**src/rtl/vending_machine_top.sv**
```systemverilog
// Vending machine controller: button debouncers, credit/price FSM, inventory, BCD displays, status LEDs.
// Optional tone output built only when AUDIO_EN is defined; otherwise audio_out is tied low.

module vm_debouncer #(
  parameter int CNTR_MAX = 500000
) (
  input  logic clk,
  input  logic rst,
  input  logic btn_in,
  output logic press_pulse
);
  localparam int CW = (CNTR_MAX < 2) ? 1 : $clog2(CNTR_MAX);
  localparam logic [CW-1:0] CNT_LAST = CW'(CNTR_MAX - 1);

  logic          sync1_q, sync1_d, sync2_q, sync2_d;
  logic          db_q, db_d, pulse_q, pulse_d;
  logic [CW-1:0] cnt_q, cnt_d;

  always_comb begin
    sync1_d = btn_in;
    sync2_d = sync1_q;
    db_d    = db_q;
    cnt_d   = '0;
    // Output follows the synced input only after CNTR_MAX consecutive disagreeing cycles.
    if (sync2_q != db_q) begin
      if (cnt_q == CNT_LAST) db_d = sync2_q;
      else                   cnt_d = cnt_q + 1'b1;
    end
    pulse_d = db_d & ~db_q;
  end

  always_ff @(posedge clk) begin
    if (rst) begin
      sync1_q <= 1'b0;
      sync2_q <= 1'b0;
      db_q    <= 1'b0;
      cnt_q   <= '0;
      pulse_q <= 1'b0;
    end else begin
      sync1_q <= sync1_d;
      sync2_q <= sync2_d;
      db_q    <= db_d;
      cnt_q   <= cnt_d;
      pulse_q <= pulse_d;
    end
  end

  assign press_pulse = pulse_q;
endmodule

module vm_inventory #(
  parameter int STOCK_INIT = 5
) (
  input  logic        clk,
  input  logic        rst,
  input  logic        dec_en,
  input  logic [1:0]  dec_item,
  input  logic        restock_en,
  input  logic [1:0]  sel,
  output logic [15:0] stock_all,
  output logic [3:0]  stock_level
);
  logic [15:0] stock_q, stock_d;

  always_comb begin
    stock_d = stock_q;
    for (int i = 0; i < 4; i++) begin
      if (restock_en) begin
        stock_d[i*4 +: 4] = 4'(STOCK_INIT);
      end else if (dec_en && (dec_item == 2'(i)) && (stock_q[i*4 +: 4] != 4'd0)) begin
        stock_d[i*4 +: 4] = stock_q[i*4 +: 4] - 4'd1;
      end
    end
  end

  always_ff @(posedge clk) begin
    if (rst) stock_q <= {4{4'(STOCK_INIT)}};
    else     stock_q <= stock_d;
  end

  assign stock_all   = stock_q;
  assign stock_level = stock_q[{sel, 2'b00} +: 4];
endmodule

module vm_controller (
  input  logic        clk,
  input  logic        rst,
  input  logic        coin1_p,
  input  logic        coin2_p,
  input  logic        coin5_p,
  input  logic        purchase_p,
  input  logic [1:0]  sw_item,
  input  logic        restock,
  input  logic [15:0] stock_all,
  output logic [2:0]  state,
  output logic [7:0]  credit,
  output logic [7:0]  change_due,
  output logic [7:0]  price_sel,
  output logic        vend_pulse,
  output logic        error_flag,
  output logic        dec_en,
  output logic [1:0]  dec_item,
  output logic        restock_en
);
  typedef enum logic [2:0] {
    IDLE = 3'd0, CHECK = 3'd1, VEND = 3'd2, CHANGE = 3'd3, RESTOCK = 3'd4, ERROR = 3'd5
  } state_t;

  function automatic logic [3:0] stock_of(input logic [15:0] all, input logic [1:0] item);
    return all[{item, 2'b00} +: 4];
  endfunction

  function automatic logic [7:0] price_of(input logic [1:0] item, input logic [3:0] stk);
    logic [7:0] base;
    case (item)
      2'd0:    base = 8'd3;
      2'd1:    base = 8'd4;
      2'd2:    base = 8'd6;
      default: base = 8'd5;
    endcase
    if (stk == 4'd0)                     return 8'd0;
    else if (stk == 4'd1 || stk == 4'd2) return base + 8'd1;
    else                                 return base;
  endfunction

  function automatic logic [7:0] sat99(input logic [7:0] c, input logic [3:0] add);
    logic [8:0] s;
    s = {1'b0, c} + {5'b0, add};
    return (s > 9'd99) ? 8'd99 : s[7:0];
  endfunction

  state_t     state_q, state_d;
  logic [7:0] credit_q, credit_d, change_q, change_d;
  logic [1:0] item_q, item_d;
  logic       vend_q, vend_d, err_q, err_d;
  logic [3:0] coin_sum, stk_sw;
  logic [7:0] price_sw, price_item;

  assign coin_sum   = {3'b0, coin1_p} + {2'b0, coin2_p, 1'b0} + (coin5_p ? 4'd5 : 4'd0);
  assign stk_sw     = stock_of(stock_all, sw_item);
  assign price_sw   = price_of(sw_item, stk_sw);
  assign price_item = price_of(item_q, stock_of(stock_all, item_q));

  always_comb begin
    state_d  = state_q;
    credit_d = credit_q;
    change_d = change_q;
    item_d   = item_q;
    case (state_q)
      IDLE: begin
        credit_d = sat99(credit_q, coin_sum);
        if (purchase_p)   state_d = CHECK;
        else if (restock) state_d = RESTOCK;
      end
      CHECK: begin
        item_d = sw_item;
        if (stk_sw == 4'd0 || credit_q < price_sw) state_d = ERROR;
        else                                       state_d = VEND;
      end
      VEND: begin
        credit_d = credit_q - price_item;
        state_d  = CHANGE;
      end
      CHANGE: begin
        change_d = credit_q;
        state_d  = IDLE;
      end
      default: state_d = IDLE;
    endcase
    // Pulses register together with the state they belong to.
    vend_d = (state_d == VEND);
    err_d  = (state_d == ERROR);
  end

  always_ff @(posedge clk) begin
    if (rst) begin
      state_q  <= IDLE;
      credit_q <= 8'd0;
      change_q <= 8'd0;
      item_q   <= 2'd0;
      vend_q   <= 1'b0;
      err_q    <= 1'b0;
    end else begin
      state_q  <= state_d;
      credit_q <= credit_d;
      change_q <= change_d;
      item_q   <= item_d;
      vend_q   <= vend_d;
      err_q    <= err_d;
    end
  end

  assign state      = state_q;
  assign credit     = credit_q;
  assign change_due = change_q;
  assign price_sel  = price_sw;
  assign vend_pulse = vend_q;
  assign error_flag = err_q;
  assign dec_en     = (state_q == VEND);
  assign dec_item   = item_q;
  assign restock_en = (state_q == RESTOCK);
endmodule

module vending_machine_top #(
  parameter int DEBOUNCE_MAX = 500000,
  parameter int STOCK_INIT   = 5,
  parameter int TONE_DIV     = 50000
) (
  input  logic       clk,
  input  logic       rst,
  input  logic       btn_coin1,
  input  logic       btn_coin2,
  input  logic       btn_coin5,
  input  logic       btn_purchase,
  input  logic [1:0] sw_item,
  input  logic       restock,
  output logic [3:0] digit3,
  output logic [3:0] digit2,
  output logic [3:0] digit1,
  output logic [3:0] digit0,
  output logic [3:0] stock_level,
  output logic [7:0] leds,
  output logic       audio_out
);
  function automatic logic [7:0] to_bcd(input logic [7:0] v);
    logic [3:0] t, o;
    t = 4'(v / 8'd10);
    o = 4'(v % 8'd10);
    return {t, o};
  endfunction

  logic        coin1_p, coin2_p, coin5_p, purchase_p;
  logic [2:0]  state;
  logic [7:0]  credit, change_due, price_sel;
  logic        vend_pulse, error_flag, dec_en, restock_en;
  logic [1:0]  dec_item;
  logic [15:0] stock_all;
  logic [3:0]  vend_str_q, vend_str_d, err_str_q, err_str_d;

  vm_debouncer #(.CNTR_MAX(DEBOUNCE_MAX)) db0 (.clk(clk), .rst(rst), .btn_in(btn_coin1),    .press_pulse(coin1_p));
  vm_debouncer #(.CNTR_MAX(DEBOUNCE_MAX)) db1 (.clk(clk), .rst(rst), .btn_in(btn_coin2),    .press_pulse(coin2_p));
  vm_debouncer #(.CNTR_MAX(DEBOUNCE_MAX)) db2 (.clk(clk), .rst(rst), .btn_in(btn_coin5),    .press_pulse(coin5_p));
  vm_debouncer #(.CNTR_MAX(DEBOUNCE_MAX)) db3 (.clk(clk), .rst(rst), .btn_in(btn_purchase), .press_pulse(purchase_p));

  vm_controller ctrl (
    .clk(clk), .rst(rst),
    .coin1_p(coin1_p), .coin2_p(coin2_p), .coin5_p(coin5_p), .purchase_p(purchase_p),
    .sw_item(sw_item), .restock(restock), .stock_all(stock_all),
    .state(state), .credit(credit), .change_due(change_due), .price_sel(price_sel),
    .vend_pulse(vend_pulse), .error_flag(error_flag),
    .dec_en(dec_en), .dec_item(dec_item), .restock_en(restock_en)
  );

  vm_inventory #(.STOCK_INIT(STOCK_INIT)) inv (
    .clk(clk), .rst(rst), .dec_en(dec_en), .dec_item(dec_item), .restock_en(restock_en),
    .sel(sw_item), .stock_all(stock_all), .stock_level(stock_level)
  );

  assign {digit3, digit2} = to_bcd(credit);
  assign {digit1, digit0} = to_bcd(price_sel);

  // Stretch single-cycle events so they are visible on the LEDs.
  always_comb begin
    vend_str_d = (vend_str_q != 4'd0) ? vend_str_q - 4'd1 : 4'd0;
    err_str_d  = (err_str_q  != 4'd0) ? err_str_q  - 4'd1 : 4'd0;
    if (vend_pulse) vend_str_d = 4'd8;
    if (error_flag) err_str_d  = 4'd8;
  end

  always_ff @(posedge clk) begin
    if (rst) begin
      vend_str_q <= 4'd0;
      err_str_q  <= 4'd0;
    end else begin
      vend_str_q <= vend_str_d;
      err_str_q  <= err_str_d;
    end
  end

  assign leds = {state, (credit != 8'd0), (stock_level == 4'd0), (change_due != 8'd0),
                 (err_str_q != 4'd0), (vend_str_q != 4'd0)};

`ifdef AUDIO_EN
  localparam int DW = (TONE_DIV < 2) ? 1 : $clog2(TONE_DIV);
  localparam logic [DW-1:0] DIV_LAST = DW'(TONE_DIV - 1);

  logic [16:0]   win_q, win_d;
  logic [DW-1:0] div_q, div_d;
  logic          audio_q, audio_d;

  always_comb begin
    win_d   = (win_q != 17'd0) ? win_q - 17'd1 : 17'd0;
    div_d   = '0;
    audio_d = 1'b0;
    if (win_q != 17'd0) begin
      audio_d = audio_q;
      if (div_q == DIV_LAST) audio_d = ~audio_q;
      else                   div_d   = div_q + 1'b1;
    end
    if (vend_pulse || error_flag) win_d = 17'h10000;
  end

  always_ff @(posedge clk) begin
    if (rst) begin
      win_q   <= 17'd0;
      div_q   <= '0;
      audio_q <= 1'b0;
    end else begin
      win_q   <= win_d;
      div_q   <= div_d;
      audio_q <= audio_d;
    end
  end

  assign audio_out = audio_q;
`else
  assign audio_out = (TONE_DIV < 0);
`endif
endmodule

```
**config.mk**
```make
export PLATFORM = sky130hd
export DESIGN_NAME = vending_machine_top
export DESIGN_NICKNAME = d
export VERILOG_FILES = /design/src/rtl/vending_machine_top.sv
export SDC_FILE = /design/constraint.sdc
export NUM_CORES = 1
export LEC_CHECK = 0
export BUFFER_PORTS_ARGS = -buffer_cell sky130_fd_sc_hd__clkbuf_2
export CAP_MARGIN = 25
export CORE_UTILIZATION = 56
export CTS_CLUSTER_DIAMETER = 150
export DETAILED_ROUTE_END_ITERATION = 8
export GPL_TIMING_DRIVEN = 0
export PLACE_DENSITY = 0.77
export SETUP_SLACK_MARGIN = 0.5
export SKIP_CTS_REPAIR_TIMING = 1
export SLEW_MARGIN = 20
export SYNTH_ARGS = -nofsm -noshare
export SYNTH_HDL_FRONTEND = slang
export SYNTH_SLANG_ARGS = --single-unit
```
**constraint.sdc**
```tcl
create_clock -name clk -period 4.1 [get_ports clk]
set_input_delay 1.025 -clock clk [delete_from_list [all_inputs] [get_ports clk]]
set_output_delay 1.025 -clock clk [all_outputs]
set_load 0.01 [all_outputs]
```
==> impl_metrics.env <==
export IMPL_cts_buffers=17
export IMPL_reg2reg_from="ctrl.dec_item[0]$_SDFFE_PP0N_"
export IMPL_cp_cell_sequence="buf_12, mux4_2, xnor2_1, or3_1, buf_6, mux2i_1, nand2b_1, ha_4, nor2_1, nor3_1, nor2_1, clkbuf_2"
export IMPL_maxCapViolCount=0
export IMPL_period_needed_ns=4.255
export IMPL_cp_max_fo=6
export IMPL_synth_enable_flop_cells=0
export IMPL_power_density_mw_per_mm2=404.9
export IMPL_fin_tns_setup_ns=-0.1550
export IMPL_path_depth=12
export IMPL_synth_area_top_cells="dfxtp_1, nor2_1, xor2_1, ha_1, xnor2_1"
export IMPL_syn_area_per_cell_um2=8.399
export IMPL_grtUsageTotal=0.2358
export IMPL_critical_path_arrival_ns=3.23
export IMPL_antenna_left=0
export IMPL_synthCells=880
export IMPL_finalSetupViolations=1
export IMPL_worstSetupPathType="input pin to output pin"
export IMPL_hold_viol=0
export IMPL_cts_max_path_buffers=2
export IMPL_start_util=0.5809
export IMPL_row_count=41
export IMPL_max_stage_delay_ns=0.57
export IMPL_start_kind="input pin"
export IMPL_max_slew_margin=0.4933
export IMPL_ios=38
export IMPL_rrSetupSlack_ns=0.79
export IMPL_ys_ff_latch=139
export IMPL_grt_start_max_net_pins=17
export IMPL_portBuffers=32
export IMPL_setup_ws_ns=-0.1550
export IMPL_first_iter_violations=440
export IMPL_path_buf_inv=3
export IMPL_antenna_found_initial=0
export IMPL_die_area_mm2=0.01366
export IMPL_dp_hpwl_um=10530
export IMPL_synth_distinct_cells=69
export IMPL_slew_violations=0
export IMPL_crit_path_end="digit0[2]"
export IMPL_path_common_cell="nor2_1"
export IMPL_slowest_stage="mux4_2"
export IMPL_post_drt_wl_per_cell_um=13.53
export IMPL_drive_gt1_frac=0.1250
export IMPL_crit_required_ns=3.07
export IMPL_fin_crit_sh=1.038
export IMPL_tightest_slew_ns=0.7600
export IMPL_finalClockSkew_ns=0.006103
export IMPL_drc=0
export IMPL_die_h_um=116.9
export IMPL_via_count=6129
export IMPL_worstReg2RegEnd="ctrl.credit[6]$_SDFFE_PP0P_"
export IMPL_synth_warnings=0
export IMPL_power_mw=3.433
export IMPL_cts_tree="yes"
export IMPL_synth_most_common_cell="nor2_1"
export IMPL_syn_cell_area_mm2=0.007391
export IMPL_postSynth_asyncResetShare=0
export IMPL_crit_start="sw_item[0]"
export IMPL_die_w_um=116.9
export IMPL_gp_congestion=0.8863
export IMPL_drt_total_wl_um=15200
export IMPL_worstHoldPathType="flop to flop"
export IMPL_core_region_area_mm2=0.01272
export IMPL_clock_root_buffer="clkbuf_16"
export IMPL_synth_top_cells_by_count="nor2_1, dfxtp_1, nand2_1, xor2_1, xnor2_1"
export IMPL_overflow=0
export IMPL_end_kind="output pin"
export IMPL_synth_seq_area_share=0.3765
export IMPL_fmax_mhz=235.0
export IMPL_grt_pass1_vias=5420
export IMPL_detail_route_vias_per_cell=5.453
export IMPL_crit_family="multiplexers"
export IMPL_clkTransAtPathRegs_ns=0.05
export IMPL_grt_first_pass_wirelength_um=25100
export IMPL_syn_to_final_growth_pct=14.73
export IMPL_fin_nets=984
export IMPL_whs_path_depth=1
export IMPL_power_leakage_nw=3.192
export IMPL_ir_drop_uv=253.6
export IMPL_synth_top_cell_area_share=0.3765
export IMPL_clkLatencyLatePin_ns=0.42
export IMPL_cts_max_level=4
export IMPL_clkSinkCount=139
export IMPL_rsz0062_at_grt="true"
export IMPL_synth_ff_type="dfxtp_1"
export IMPL_violations="setup timing"
export IMPL_reg2regPathDepth=13
export IMPL_synth_top_area_cell="dfxtp_1"
export IMPL_diodes=0
export IMPL_drt_pass1_iterations=5
export IMPL_status="complete, but fails checks"
[routing by layer]
metal / global-route usage / wire [µm]
met4: 0.09789 / 241
met2: 0.3748 / 6930
met5: 0 / 0
met3: 0.05355 / 811
met1: 0.3100 / 7220
[flip-flops by register name, summed over array words and instances, names as in the netlist, 2 cells and up]
signal and flops:
db0.cnt_q 19, db2.cnt_q 19, ctrl.credit 8, ctrl.change_due 8, inv.stock_all 16, err_str_q 4
db1.cnt_q 19, vend_str_q 4, ctrl.dec_item 2, db3.cnt_q 19, ctrl.state 3
[layout by cell type, fill, tap and decap left out, types with 7 or more instances in the layout]
master     Yosys  final
a21o_1         9      9
a21oi_1       35     35
and3_1        13     13
buf_2          9     10
buf_4          9     14
clkbuf_1      16     14
clkbuf_16      0     17
clkbuf_2       0     33
dfxtp_1      139    139
ha_1          34     33
inv_1         40     39
mux2i_1        8      8
mux4_2         7      7
nand2_1       68     68
nand2b_1      10     10
nand3_1       35     35
nand4_1       22     22
nor2_1       169    169
nor2b_1       16     15
nor3_1        12     12
nor4_1        14     14
o21ai_0       13     13
or3_1         10     10
xnor2_1       48     48
xor2_1        49     49
[metrics by stage]
step / util / worst slack, ns / std cells / cell area (µm²) / hold slack, ns
after floorplan: - / -0.008811 / 883 / 7416 / 0.4061
after global placement: 0.6124 / -0.1556 / 1087 / 7791 / 0.4174
after detailed placement: 0.6124 / -0.1853 / 1087 / 7791 / 0.4263
after CTS: 0.6598 / -0.1883 / 1119 / 8394 / 0.4401
after global routing: 0.6665 / -0.2280 / 1124 / 8479 / 0.4601
final: 0.6665 / -0.1550 / 1124 / 8479 / 0.4369
[final cells by class]
class | count | area (µm²)
inverter | 40 | 150.1
tap | 172 | 215.2
timing repair buffer | 37 | 210.2
clock inverter | 12 | 146.4
fill | 1080 | 4243
sequential | 139 | 2783
multi-input combinational | 666 | 4302
buffer | 38 | 216.5
clock buffer | 20 | 456.7
[power breakdown]
group          internal, mW  switching (mW)
logic                 0.194           0.255
registers              1.39          0.0294
clock network         0.982           0.577
total                  2.57           0.862
[cell families after synthesis]
family	Yosys count	share of synthesized area
compound gates	104	0.09311
mux	15	0.03217
buf+inv	78	0.04774
other cells	1	0.0005074
fa+ha+maj	37	0.06433
xor+xnor	97	0.1149
flops	139	0.3765
simple gates	409	0.2707
[how the worst min path moves through the flow]
stage	from	end	slack (ns)
after floorplan	vend_str_q[0]$_SDFF_PP0_	vend_str_q[0]$_SDFF_PP0_	0.41
after global placement	db0.sync1_q$_SDFF_PP0_	db0.sync2_q$_SDFF_PP0_	0.42
after detailed placement	db0.sync1_q$_SDFF_PP0_	db0.sync2_q$_SDFF_PP0_	0.43
after CTS	db0.sync1_q$_SDFF_PP0_	db0.sync2_q$_SDFF_PP0_	0.44
after global routing	db1.sync1_q$_SDFF_PP0_	db1.sync2_q$_SDFF_PP0_	0.46
final	err_str_q[0]$_SDFF_PP0_	err_str_q[0]$_SDFF_PP0_	0.44
Power figures use the tool's default switching activity.
